<file path="config.mk">
export PLATFORM = sky130hd
export DESIGN_NAME = alu_operand_stage
export DESIGN_NICKNAME = d
export VERILOG_FILES = /design/src/rtl/alu_operand_stage.sv
export SDC_FILE = /design/constraint.sdc
export NUM_CORES = 1
export LEC_CHECK = 0
export BUFFER_PORTS_ARGS = -buffer_cell sky130_fd_sc_hd__buf_2
export CAP_MARGIN = 40
export CORE_ASPECT_RATIO = 0.6
export CORE_MARGIN = 3
export CORE_UTILIZATION = 45
export DETAILED_ROUTE_END_ITERATION = 6
export GPL_TIMING_DRIVEN = 0
export MAX_ROUTING_LAYER = met4
export PLACE_DENSITY = 0.67
export SYNTH_ARGS = -nofsm -noshare
export SYNTH_HDL_FRONTEND = slang
export SYNTH_SLANG_ARGS = --single-unit
</file>
<file path="constraint.sdc">
create_clock -name clk -period 1.9 [get_ports clk]
set_input_delay 0.19 -clock clk [delete_from_list [all_inputs] [get_ports clk]]
set_output_delay 0.19 -clock clk [all_outputs]
set_load 0.005 [all_outputs]
</file>
<file path="src/rtl/alu_operand_stage.sv">
// alu_operand_stage: the ID/EX boundary register of the 16-bit RISC core.
// It decodes each instruction into the operands and controls that the EX
// ALU output selector uses, and registers them behind a one-entry skid
// buffer, so in_ready depends only on registered state.
//
// Ports:
//   clk, rst_n       clock (rising edge) and asynchronous active-low reset
//   flush            squash every held entry and drop this cycle's input
//   in_valid/ready   decode-side handshake; in_ready = !skid_valid
//   instr            instruction word; opcode is instr[15:11]
//   rs_data/rt_data  register operands Rs (instr[10:8]) and Rt (instr[7:5])
//   out_valid/ready  EX-side handshake
//   instr_q          instruction of the entry currently presented
//   a_afinv/b_afinv  ALU operands after any inversion
//   cin              adder carry-in
//   sh_op            shifter op: 00 rol, 01 sll, 10 ror, 11 srl
//   sh_amt           shift amount
module alu_operand_stage #(
    parameter int DW = 16
) (
    input  logic          clk,
    input  logic          rst_n,
    input  logic          flush,
    input  logic          in_valid,
    output logic          in_ready,
    input  logic [DW-1:0] instr,
    input  logic [DW-1:0] rs_data,
    input  logic [DW-1:0] rt_data,
    output logic          out_valid,
    input  logic          out_ready,
    output logic [DW-1:0] instr_q,
    output logic [DW-1:0] a_afinv,
    output logic [DW-1:0] b_afinv,
    output logic          cin,
    output logic [1:0]    sh_op,
    output logic [3:0]    sh_amt
);

    typedef struct packed {
        logic [DW-1:0] instr;
        logic [DW-1:0] a;
        logic [DW-1:0] b;
        logic          cin;
        logic [1:0]    sh_op;
        logic [3:0]    sh_amt;
    } entry_t;

    localparam entry_t ENTRY_ZERO = '0;

    // ----------------------------------------------------------------
    // Decode
    // ----------------------------------------------------------------
    logic [4:0]    opcode;
    logic [1:0]    func;
    logic [DW-1:0] imm5_s;
    logic [DW-1:0] imm5_z;
    logic [DW-1:0] imm8_z;
    entry_t        dec;

    assign opcode = instr[15:11];
    assign func   = instr[1:0];
    assign imm5_s = {{(DW-5){instr[4]}}, instr[4:0]};
    assign imm5_z = {{(DW-5){1'b0}}, instr[4:0]};
    assign imm8_z = {{(DW-8){1'b0}}, instr[7:0]};

    always_comb begin
        dec.instr  = instr;
        dec.a      = rs_data;
        dec.b      = rt_data;
        dec.cin    = 1'b0;
        dec.sh_op  = 2'b00;
        dec.sh_amt = 4'h0;
        unique casez (opcode)
            5'b01000: begin
                dec.b = imm5_s;
            end
            // SUBI computes imm - Rs as ~Rs + imm + 1
            5'b01001: begin
                dec.a   = ~rs_data;
                dec.b   = imm5_s;
                dec.cin = 1'b1;
            end
            5'b01010: begin
                dec.b = imm5_z;
            end
            5'b01011: begin
                dec.b = ~imm5_z;
            end
            5'b10000,
            5'b10001,
            5'b10011: begin
                dec.b = imm5_s;
            end
            5'b10010: begin
                dec.a = {rs_data[7:0], 8'h00};
                dec.b = imm8_z;
            end
            5'b101??: begin
                dec.b      = imm5_z;
                dec.sh_op  = instr[12:11];
                dec.sh_amt = instr[3:0];
            end
            5'b11010: begin
                dec.sh_op  = func;
                dec.sh_amt = rt_data[3:0];
            end
            5'b11011: begin
                if (func == 2'b01) begin
                    dec.a   = ~rs_data;
                    dec.cin = 1'b1;
                end else if (func == 2'b11) begin
                    dec.b = ~rt_data;
                end
            end
            // compares evaluate Rs - Rt as Rs + ~Rt + 1
            5'b11100,
            5'b11101,
            5'b11110: begin
                dec.b   = ~rt_data;
                dec.cin = 1'b1;
            end
            default: begin
            end
        endcase
    end

    // ----------------------------------------------------------------
    // Output register + skid buffer
    // ----------------------------------------------------------------
    entry_t out_q;
    entry_t out_d;
    entry_t skid_q;
    entry_t skid_d;
    logic   out_v_q;
    logic   out_v_d;
    logic   skid_v_q;
    logic   skid_v_d;
    logic   xfer_in;
    logic   xfer_out;

    assign in_ready = !skid_v_q;
    assign xfer_in  = in_valid && in_ready;
    assign xfer_out = out_v_q && out_ready;

    always_comb begin
        out_d    = out_q;
        skid_d   = skid_q;
        out_v_d  = out_v_q;
        skid_v_d = skid_v_q;
        if (flush) begin
            // data is left stale; only the valid bits matter
            out_v_d  = 1'b0;
            skid_v_d = 1'b0;
        end else if (xfer_out) begin
            if (skid_v_q) begin
                // skid drains first to keep FIFO order
                out_d    = skid_q;
                out_v_d  = 1'b1;
                skid_v_d = 1'b0;
                if (xfer_in) begin
                    skid_d   = dec;
                    skid_v_d = 1'b1;
                end
            end else if (xfer_in) begin
                out_d   = dec;
                out_v_d = 1'b1;
            end else begin
                out_v_d = 1'b0;
            end
        end else if (xfer_in) begin
            if (!out_v_q) begin
                out_d   = dec;
                out_v_d = 1'b1;
            end else begin
                skid_d   = dec;
                skid_v_d = 1'b1;
            end
        end
    end

    always_ff @(posedge clk or negedge rst_n) begin
        if (!rst_n) begin
            out_q    <= ENTRY_ZERO;
            skid_q   <= ENTRY_ZERO;
            out_v_q  <= 1'b0;
            skid_v_q <= 1'b0;
        end else begin
            out_q    <= out_d;
            skid_q   <= skid_d;
            out_v_q  <= out_v_d;
            skid_v_q <= skid_v_d;
        end
    end

    assign out_valid = out_v_q;
    assign instr_q   = out_q.instr;
    assign a_afinv   = out_q.a;
    assign b_afinv   = out_q.b;
    assign cin       = out_q.cin;
    assign sh_op     = out_q.sh_op;
    assign sh_amt    = out_q.sh_amt;

endmodule

</file>
Yosys cells after proc, flatten, opt, wreduce, memory -nomap -nowiden
Cells that the tools add are included.

word-level totals
  bits in registers = 112
  input port bits = 53
  logic and storage cells = 78

cells by class
  eq/ne operators = 18
  mux-type cells = 27
  bitwise logic cells = 4
  reductions and logical operators = 15

operators by type and width
  kind                count
  $mux 55             9
  $pmux 16 s6         1
  $mux 16             3
  $pmux 16 s3         1
  $eq 5x5->1 const B  9
  $not 16->16         2
  $eq 5x4->1 const B  4
  $not 5->16          1
  $pmux 6 s2          1
  $mux 1              11
  $reduce_and 4->1    2
  $reduce_bool 2->1   3
  $reduce_bool 3->1   2
  $reduce_or 5->1     1
  $reduce_or 4->1     1
  $eq 3x3->1 const B  1
  $reduce_or 3->1     1
  $eq 2x1->1 const B  1
  $eq 2x2->1 const B  1
  $logic_and 1x1->1   2
  $ne 2x1->1 const B  1
  $ne 2x2->1 const B  1
  $pmux 1 s2          1
  $reduce_and 2->1    1
  other kinds (3)     3

Longest topological paths before layout
Gate-level depths: netlist of the first run.

  depth in word-level cells = 7
  mapped depth = 8
  depth with buffers taken out = 5

Worst setup path before layout of the first run
No wires, ideal clock.

  path type = register -> register
  from = reg out_v_q, in the netlist out_valid
  to = reg out_q (netlist bit a_afinv[14])
  setup time = 0.087 ns
  data arrival time = 1.575 ns
  data required time = 1.813 ns
  path slack = 0.238 ns
  stages on the path, launching flop included = 7
  path buffers = 1
  cells stage by stage = dfrtp_1 nor2b_4 or3_1 buf_2 nor3_4 a221oi_2 o211ai_1

on the way
  longest elaborated chain between the ends = 3
  elaborated cells between the ends (all ways) = 5
  classes of those cells = eq/ne: 1; mux: 1; reduce/logical: 3

ends and longest elaborated chain
  what                                                       RTL line  source
  start: declaration                                         134       logic out_v_q;
  start signal: assignment                                   190       out_v_q <= out_v_d;
  $logic_and 1x1->1                                          143       assign xfer_out = out_v_q && out_ready;
  $ne 2x1->1 (no line) or $reduce_bool 2->1 (tied branches)  n/a
  $reduce_and 4->1 (no line)                                 n/a
  end signal: assignment                                     188       out_q <= out_d;
  end: declaration                                           130       entry_t out_q;

Several ways; a longest one is shown, not always the timed one.
A chain may end at the register's enable or synchronous reset.

Final worst setup path of the first run
  from = reg skid_v_q
  to = reg out_q (netlist bit a_afinv[15])

on the way
  longest elaborated chain between the ends = 4
  elaborated cells between the ends (all ways) = 7
  classes of those cells = mux: 2; reduce/logical: 5

ends and longest elaborated chain
  what                         RTL line  source
  start: declaration           136       logic skid_v_q;
  start signal: assignment     191       skid_v_q <= skid_v_d;
  $logic_not 1->1              141       assign in_ready = !skid_v_q;
  $logic_and 1x1->1            142       assign xfer_in = in_valid && in_ready;
  $reduce_bool 2->1 (no line)  n/a
  $reduce_and 4->1 (no line)   n/a

Several ways; a longest one is shown, not always the timed one.

==> results by group, run 1 <==
Min path
  – Hold Crit Class: in2reg
  – Hold path cells: 2
  – HP Start: instr[9]
  – Hold EP: skid_q[48]

Finish
  – Multi-input gate area: 2504 um^2
  – Filler Cells Inserted: 1087
  – Seq. cell area: 2805 um^2
  – Layout cells sized above 1: 29.48%
  – # diodes: 0
  – Layout Nets: 757
  – Area Growth Syn to Fin: 20.68%

GRT
  – All-Layer GR Usage: 25.05%
  – M1 GR Usage: 37.18%
  – Global-route wire length before repair: 26250 um
  – Met3 usage: 4.247%
  – Initial antenna violation count: 0
  – Gr ovfl total: 0
  – GR Util met2: 35.79%
  – Largest net degree at the start of global routing: 58
  – Vias in the first global route: 4871
  – GRT Max-Usage Layer: met1

Placement
  – PortBufs: 106
  – Dpl ws: -0.2198 ns
  – Routability Congestion: 0.8844
  – Post-DP HPWL: 12140 um

Yosys
  – Syn. warnings: 0
  – Share of synthesized flip-flops with an asynchronous set or reset: 100.0%
  – Largest area contributor in the netlist: dfrtp_1
  – Gate Count Post-Synth: 584
  – Synth top area cells: dfrtp_1 50%, a21oi_1 7.4%, nor2_1 5.6%
  – Syn nets: 637
  – Most numerous cell in the Yosys netlist: dfrtp_1
  – Dominant synthesized flop cell: dfrtp_1
  – Synth Cell Area: 5555 um^2
  – Number of synthesized flops with an enable pin: 0
  – Post-synth cell types: 55
  – Post-synth top area share: 50.45%
  – Seq/Total Area, Yosys: 50.45%
  – Mean Syn Cell Area: 9.513 um^2
  – Synth cell count leaders: 112 x dfrtp_1, 83 x nor2_1, 82 x a21oi_1
  – Count of state elements after synthesis: 112

Detailed routing
  – DRC violations left: 0
  – Iter 0 DRT Violations: 407
  – Drt total wl: 16740 um
  – Via density: 5.886
  – Detail Route Antenna Nets: 0
  – WL per Instance: 19.26 um
  – Pre-Repair DR Iteration Count: 5
  – Total number of vias: 5115

Timing
  – Final Hold Viols: 0
  – RSZ-0062 raised after global routing: no
  – Tmin final: 1.829 ns
  – Fmax: 546.7 MHz
  – Relative slew slack: 53.20%
  – Period utilization: 96.28%
  – Fin. max-slew vios: 0
  – Layout Skew: 0.006407 ns
  – Setup TNS: 0 ns
  – Final setup violation count: 0
  – Min setup slack post-route: 0.07073 ns
  – Worst-margin pin slew: 0.7006 ns

Die
  – Die H: 92.07 um
  – IO Pins: 110
  – Site row count: 30
  – Core area: 11670 um^2
  – Initial Util: 47.59%
  – Die W: 149.4 um
  – Die area: 13760 um^2

Job
  – Max Cap Viol: 0

CTS
  – Max clock buf depth: 2
  – CTS tree: yes
  – Clk Latency, worst-skew pair: 0.36 ns
  – Clock transition at the registers of the reported paths: 0.08 ns
  – CTS root buf: clkbuf_16
  – Clock sink count: 112
  – CTS buffer count: 9
  – CTS H-tree lvls: 3

Critical path
  – WP data required: 2.13 ns
  – Max Fanout on Critical Path: 10
  – Worst setup slack for register-to-register paths: 0.07 ns
  – WS Path Type: reg2reg
  – WP data arrival: 2.06 ns
  – Crit. End Element: register
  – Reg2reg start: skid_v_q
  – Worst reg2reg path endpoint: a_afinv[15]
  – R2r worst-path depth: 6
  – CP Launch Type: register

Outcome
  – Status: finished, final reports clean

Power
  – Power, Total: 6.577 mW
  – Leakage: 2.982 nW
  – Pwr Density: 981.0 nW/um^2
  – Maximum vdd ir drop: 0.4994 mV
==> kinds of logic after synthesis <==
| kind of cell | after synthesis | synth area share [%] |
|---|---|---|
| AO/OA/AOI/OAI | 207 | 24.48 |
| buffers and inverters | 50 | 4.482 |
| flip-flops | 112 | 50.45 |
| multiplexers | 17 | 3.423 |
| AND/OR/NAND/NOR | 198 | 17.16 |
==> worst max-delay path, stage by stage, from the launching register on <==
cell,delay [ns]
dfrtp_2,0.45
nand2b_4,0.18
a211o_1,0.32
buf_6,0.17
buf_6,0.16
a221oi_2,0.29
o211ai_1,0.12
==> repair_timing <==
item,in CTS,in global routing
endpoints found under the setup margin,64,72
hold buffers,1,0
endpoints found under the hold margin,112,0
pin swaps,1,0
setup buffers,1,1
gates resized for setup,8,15
==> layout by cell type (no fill, tap or decap), types with 9 or more instances in the layout <==
| master | instances |
|---|---|
| a31oi_1 | 22 |
| dfrtp_1 | 110 |
| nor2_1 | 83 |
| a21oi_1 | 82 |
| clkbuf_16 | 9 |
| o211ai_1 | 10 |
| mux2_2 | 16 |
| o22ai_1 | 12 |
| buf_2 | 127 |
| o21ai_0 | 35 |
| or3_1 | 21 |
| nand2_1 | 47 |
| nand3_1 | 9 |
==> state kept, by name, indices dropped and copies added (netlist names) <==
register   cells
a_afinv       16
b_afinv       16
skid_q        55
sh_amt         4
cin            1
out_valid      1
sh_op          2
skid_v_q       1
instr_q       16
==> routing by layer <==
layer,up-vias,part of all wire [%]
met5,-,0
met4,0,0.90
met3,17,8.3
met2,225,44
met1,2520,47
li1,2353,-
==> power by group <==
| group | leakage (nW) | switching, mW | internal, mW | total [mW] |
|---|---|---|---|---|
| Clock | 0.143 | 0.934 | 1.04 | 1.97 |
| Combinational | 1.53 | 0.709 | 0.653 | 1.36 |
| Sequential | 1.31 | 0.304 | 2.94 | 3.24 |
==> how the worst max path moves through the flow <==
stage	startpoint	cells after the start	slack, ns	to
after detailed placement	out_valid	5	-0.22	sh_op[1]
after global routing	skid_v_q	6	0.001	a_afinv[15]
after CTS	skid_v_q	6	0.007	a_afinv[0]
after global placement	rst_n	1	-0.65	skid_q[49]
after floorplan	out_valid	6	0.24	a_afinv[14]
final	skid_v_q	6	0.07	a_afinv[15]
==> through the flow <==
stage	instances	hold WS, ns	area [um^2]	util, %
2_1_floorplan	584	-0.1056	5555	-
3_3_place_gp	850	0.4404	6286	53.85
3_5_place_dp	852	0.2318	6344	54.34
4_1_cts	869	0.07337	6683	57.25
5_1_grt	869	0.08382	6704	57.43
6_report	869	0.07581	6704	57.43
==> final cells by class <==
type	count	area share [%]
plain buffers	46	3.882
well taps	160	2.986
repair buffers	111	9.332
clock buffers	9	3.359
inverters	2	0.1120
clock inverters	7	1.138
flip-flops and latches	112	41.84
multi-input cells	422	37.35
Note: power is estimated with default switching activity, not from simulation.
==> run 2, diff against run 1 <==
- ABC_AREA: default -> 1
- CORE_MARGIN: 3 -> 2
- PLACE_DENSITY: 0.67 -> 0.66
==> run 2 against run 1 <==
Net effect:
- core utilization is 3.3 points lower
- clock skew is 0.0020 ns lower
- final area is 9.7% higher
- combinational power is 11% higher
- clock power is 5% higher
- global-route usage is 1.5 points higher
- largest cell class is now multi-input combinational cells
- largest power group unchanged
==> results by group, run 2 <==
CTS
  – CTS root buf: clkbuf_16
  – CTS buffer count: 9
  – CTS H-tree lvls: 3
  – CTS tree: yes
  – Max clock buf depth: 2
  – Clk Latency, worst-skew pair: 0.36 ns
  – Clock sink count: 112
  – Clock transition at the registers of the reported paths: 0.07 ns

Timing
  – Final Hold Viols: 0
  – Hold slack: 0.05402 ns
  – Tmin final: 1.790 ns
  – Layout Skew: 0.004457 ns
  – Period utilization: 94.22%
  – Relative slew slack: 51.50%
  – Fin. max-slew vios: 0
  – Setup TNS: 0 ns
  – Min setup slack post-route: 0.1099 ns
  – Fmax: 558.6 MHz
  – Worst-margin pin slew: 0.7275 ns
  – Final setup violation count: 0
  – RSZ-0062 raised after global routing: no

Die
  – Die H: 95.07 um
  – Core area: 13580 um^2
  – Site row count: 33
  – Initial Util: 45.79%
  – IO Pins: 110
  – Die W: 155.8 um
  – Die area: 14810 um^2

Yosys
  – Seq/Total Area, Yosys: 45.06%
  – Post-synth top area share: 45.06%
  – Most numerous cell in the Yosys netlist: nand2_1
  – Share of synthesized flip-flops with an asynchronous set or reset: 100.0%
  – Mean Syn Cell Area: 7.557 um^2
  – Gate Count Post-Synth: 823
  – Syn nets: 876
  – Synth top area cells: dfrtp_1 45%, nand2_1 14%, nor2_1 7.9%
  – Post-synth cell types: 36
  – Synth Cell Area: 6220 um^2
  – Syn. warnings: 0
  – Number of synthesized flops with an enable pin: 0
  – Largest area contributor in the netlist: dfrtp_1
  – Dominant synthesized flop cell: dfrtp_1
  – Count of state elements after synthesis: 112
  – Synth cell count leaders: 236 x nand2_1, 131 x nor2_1, 112 x dfrtp_1

Finish
  – Util after Layout: 54.16%
  – Largest register by flop count: skid_q
  – # diodes: 0
  – Layout cells sized above 1: 23.84%
  – Most frequent cells in the layout: 236 x nand2_1, 131 x nor2_1, 125 x buf_2
  – Area Growth Syn to Fin: 18.29%
  – Max reg flops: 55
  – Most common cell after layout, fill and taps aside: nand2_1
  – Layout Nets: 998
  – Filler Cells Inserted: 1365

Power
  – Pwr Density: 922.0 nW/um^2
  – Maximum vdd ir drop: 0.4039 mV
  – Leakage: 3.795 nW

Critical path
  – WP data arrival: 2.06 ns
  – WS Path Type: reg2reg
  – CP max stage delay: 0.40 ns
  – Max Fanout on Critical Path: 10
  – WP data required: 2.17 ns
  – Crit. End Element: register
  – Critical path, cell by cell: inv_2, nand2_1, a211o_1, clkinv_1, buf_2, nor2_1, a21oi_1
  – CP Launch Type: register
  – Slowest-stage cell, CP: dfrtp_1

Detailed routing
  – Pre-Repair DR Iteration Count: 5
  – Met1 wire length: 9572 um
  – Met3 routed wirelength: 1256 um
  – DRC violations left: 0
  – Iter 0 DRT Violations: 670
  – Drt total wl: 18140 um
  – Wire length on met2: 7094 um
  – WL per Instance: 16.15 um
  – Via density: 5.201
  – Total number of vias: 5841
  – Detail Route Antenna Nets: 0
  – Top Metal Used: met4

Placement
  – PortBufs: 105
  – Routability Congestion: 0.9087
  – Post-DP HPWL: 13180 um
  – Dpl ws: -0.03970 ns

GRT
  – Gr ovfl total: 0
  – Global-route wire length before repair: 29140 um
  – All-Layer GR Usage: 26.53%
  – Initial antenna violation count: 0
  – Vias in the first global route: 5376
  – Largest net degree at the start of global routing: 58

Job
  – Max Cap Viol: 0

Min path
  – Hold Crit Class: in2reg

Outcome
  – Status: finished, final reports clean
run 2: power breakdown:
group / switching (mW) / leakage, nW / internal (mW)
Sequential: 0.288 / 1.35 / 2.93
Combinational: 0.864 / 2.29 / 0.642
Clock: 0.877 / 0.148 / 1.18
run 2: cells by family after synthesis:
family                    share of synthesized area (%)
and+or+nand+nor                                   32.53
AOI/OAI and AO/OA                                 13.92
DFF                                               45.06
buffers and inverters                             7.363
xor gates and xnor gates                          1.127
run 2: worst max-delay path: cells and delay by family, from the launching register on:
family	cells	cell delay, ns
buffers and inverters	3	0.61
AOI/OAI and AO/OA	2	0.48
and+or+nand+nor	2	0.21
DFF	1	0.40
run 2: through the flow:
stage | power (mW) | cells | area [um^2]
after floorplan | 4.116 | 823 | 6220
after global placement | 4.720 | 1103 | 6964
after detailed placement | 4.754 | 1104 | 6998
after CTS | 6.800 | 1119 | 7320
after global routing | 7.184 | 1123 | 7357
final | 6.783 | 1123 | 7357
run 2: repair_timing:
item / CTS / global route
buffers inserted: 0 / 4
gates resized for setup: 1 / 10
hold buffers: 1 / 0
setup endpoints to repair: 4 / 65
endpoints found under the hold margin: 55 / 0
pin swaps: 0 / 2
cloned: 0 / 0
run 2: final cells by class:
class | instances | area [um^2] | area share [%]
timing repair buffer | 111 | 599.3 | 8.146
sequential | 112 | 2803 | 38.10
multi-input combinational | 616 | 2959 | 40.22
tap | 175 | 219.0 | 2.976
buffer | 45 | 271.5 | 3.690
clock buffer | 11 | 242.7 | 3.299
clock inverter | 3 | 67.56 | 0.9184
inverter | 50 | 195.2 | 2.653
run 2: worst paths after layout:
kind,end,cells after the start,start,slack [ns]
worst max-delay path,instr_q[0],7,skid_v_q,0.11
worst min-delay path,out_valid,2,flush,0.05
worst max register to register,instr_q[0],7,skid_v_q,0.11
worst min register to register,skid_q[45],2,skid_q[45],0.47
max in group asynchronous,instr_q[10],3,rst_n,0.85
min in group asynchronous,a_afinv[11],2,rst_n,0.37
run 2: metal layers:
layer | up-vias | GRT usage (%)
met5 | - | -
met4 | 0 | 6.116
met3 | 17 | 5.182
met2 | 216 | 35.07
met1 | 2695 | 41.22
li1 | 2913 | -
==> run 3, diff against run 2 <==
- CORE_MARGIN: 2 -> default
==> run 3 against run 2 <==
Net effect:
- core utilization increased by 1.7 points
- first-iteration DRC count decreased by 21%
- total power decreased by 1.0%
- register-to-register slack about the same
- sequential cell count unchanged
- non-clock buffer count increased by 2
- sequential share of layout area about the same
- critical path depth unchanged
- critical path type unchanged
- critical endpoint is now instr_q[11]
- highest routed layer unchanged
==> results by group, run 3 (synthesized netlist as in run 2, its figures left out) <==
Outcome
  – Status: finished, final reports clean

Critical path
  – Setup crit start: skid_v_q
  – Worst setup slack for register-to-register paths: 0.11 ns
  – CP Buf/Inv Count: 3
  – Slowest-stage cell, CP: dfrtp_1
  – WP data required: 2.13 ns
  – Max Fanout on Critical Path: 10
  – R2r worst-path depth: 7
  – WS Path Type: reg2reg
  – Crit. End Element: register
  – Critical path, cell by cell: inv_2, nand2_1, a211o_1, buf_2, buf_2, a21oi_1, a21oi_1
  – CP Launch Type: register
  – CP max stage delay: 0.40 ns
  – Reg2reg start: skid_v_q
  – WP data arrival: 2.02 ns
  – Worst reg2reg path endpoint: instr_q[11]
  – CP delay by family, top: compound AO/OA/AOI/OAI gates

Finish
  – Final Non-Filler Cells: 1121
  – Util after Layout: 55.90%
  – Most common cell after layout, fill and taps aside: nand2_1
  – Post-Layout Inst Area: 7363 um^2
  – Layout Nets: 1000
  – Largest register by flop count: skid_q
  – # diodes: 0
  – Most frequent cells in the layout: 236 x nand2_1, 131 x nor2_1, 125 x buf_2
  – Area Growth Syn to Fin: 18.39%
  – Max reg flops: 55
  – Layout cells sized above 1: 24.08%
  – Filler Cells Inserted: 1283

Timing
  – Period utilization: 94.03%
  – Min setup slack post-route: 0.1135 ns
  – Tmin final: 1.787 ns
  – Layout Skew: 0.006690 ns
  – Relative slew slack: 51.22%
  – Fin. max-slew vios: 0
  – Worst-margin pin slew: 0.7316 ns
  – Setup TNS: 0 ns
  – Fmax: 559.7 MHz
  – Final setup violation count: 0
  – Final Hold Viols: 0

CTS
  – CTS tree: yes
  – Clock sink count: 112
  – Max clock buf depth: 2
  – CTS buffer count: 9
  – Clock transition at the registers of the reported paths: 0.07 ns
  – CTS root buf: clkbuf_16
  – Clk Latency, worst-skew pair: 0.36 ns
  – CTS H-tree lvls: 3

Detailed routing
  – DRC violations left: 0
  – WL per Instance: 16.32 um
  – Pre-Repair DR Iteration Count: 5
  – Drt total wl: 18290 um
  – Via density: 5.331
  – Detail Route Antenna Nets: 0
  – Total number of vias: 5976
  – Iter 0 DRT Violations: 531

Power
  – Pwr Density: 911.9 nW/um^2
  – Leakage: 3.797 nW
  – Maximum vdd ir drop: 0.4590 mV

Die
  – Initial Util: 47.22%
  – Die W: 153.8 um
  – Core area: 13170 um^2
  – Die area: 14310 um^2
  – Site row count: 32
  – Die H: 93.07 um
  – IO Pins: 110

Placement
  – Routability Congestion: 0.9206
  – Post-DP HPWL: 13290 um
  – Post-Place Cells: 1099
  – Dpl ws: -0.08144 ns
  – PortBufs: 105
  – Post-placement cell area: 6992 um^2

GRT
  – Initial antenna violation count: 0
  – Largest net degree at the start of global routing: 66
  – Vias in the first global route: 5540
  – All-Layer GR Usage: 27.83%
  – Gr ovfl total: 0
  – Global-route wire length before repair: 29610 um

Min path
  – Hold path cells: 3
  – HP Start: instr[8]
  – Hold Crit Class: in2reg
  – Hold EP: skid_q[47]

Job
  – Max Cap Viol: 0
[run 3: cell count changes in the layout (fill, tap and decap cells not counted), sizes merged]
cell | previous run | this run
clkinv | 2 | 3
buf | 142 | 144
bufinv | 2 | 1
clkinvlp | 1 | 2
[run 3: what timing repair did]
| action | 4_1_cts | 5_1_grt |
|---|---|---|
| pin swaps | 0 | 2 |
| hold buffers | 1 | 0 |
| hold endpoints to repair | 47 | 0 |
| setup endpoints to repair | 11 | 49 |
| setup buffers | 0 | 6 |
| gates resized for setup | 2 | 8 |
[run 3: layer usage]
metal / global-route usage, % / vias up / routed length, um
li1: - / 2908 / -
met1: 42.64 / 2808 / 9459
met2: 37.42 / 238 / 7119
met3: 4.680 / 22 / 1478
met4: 7.000 / 0 / 235
met5: - / - / 0
[run 3: layout make-up]
type | instances | area (um^2) | share of cell area (%)
timing repair buffer | 113 | 614.3 | 8.343
tap | 170 | 212.7 | 2.889
buffer | 45 | 272.8 | 3.704
clock buffer | 11 | 252.7 | 3.432
multi-input combinational | 616 | 2959 | 40.19
inverter | 50 | 195.2 | 2.651
sequential | 112 | 2803 | 38.06
clock inverter | 4 | 53.80 | 0.7307
[run 3: through the flow]
stage          hold WS (ns)  power (mW)
2_1_floorplan       -0.1056       4.116
3_3_place_gp         0.4172       4.723
5_1_grt             0.05901       7.103
3_5_place_dp         0.1576       4.759
4_1_cts             0.04934       6.742
6_report            0.05597       6.714
[run 3: worst max path at each step]
stage,to,slack (ns),cells past startpoint
2_1_floorplan,instr_q[10],0.41,7
3_3_place_gp,skid_q[48],-0.74,1
3_5_place_dp,b_afinv[5],-0.08,8
4_1_cts,instr_q[6],0.0009,7
5_1_grt,instr_q[10],-0.009,7
6_report,instr_q[11],0.11,7
[run 3: power breakdown]
group	switching [mW]	internal, mW	leakage, nW
Clock	0.887	1.09	0.144
Sequential	0.290	2.93	1.35
Combinational	0.870	0.643	2.30
Total	2.05	4.67	3.80
[run 3: worst min-delay path, stage by stage]
cell and delay [ns]:
buf_2 0.09, nand2_1 0.05, nand2_1 0.05
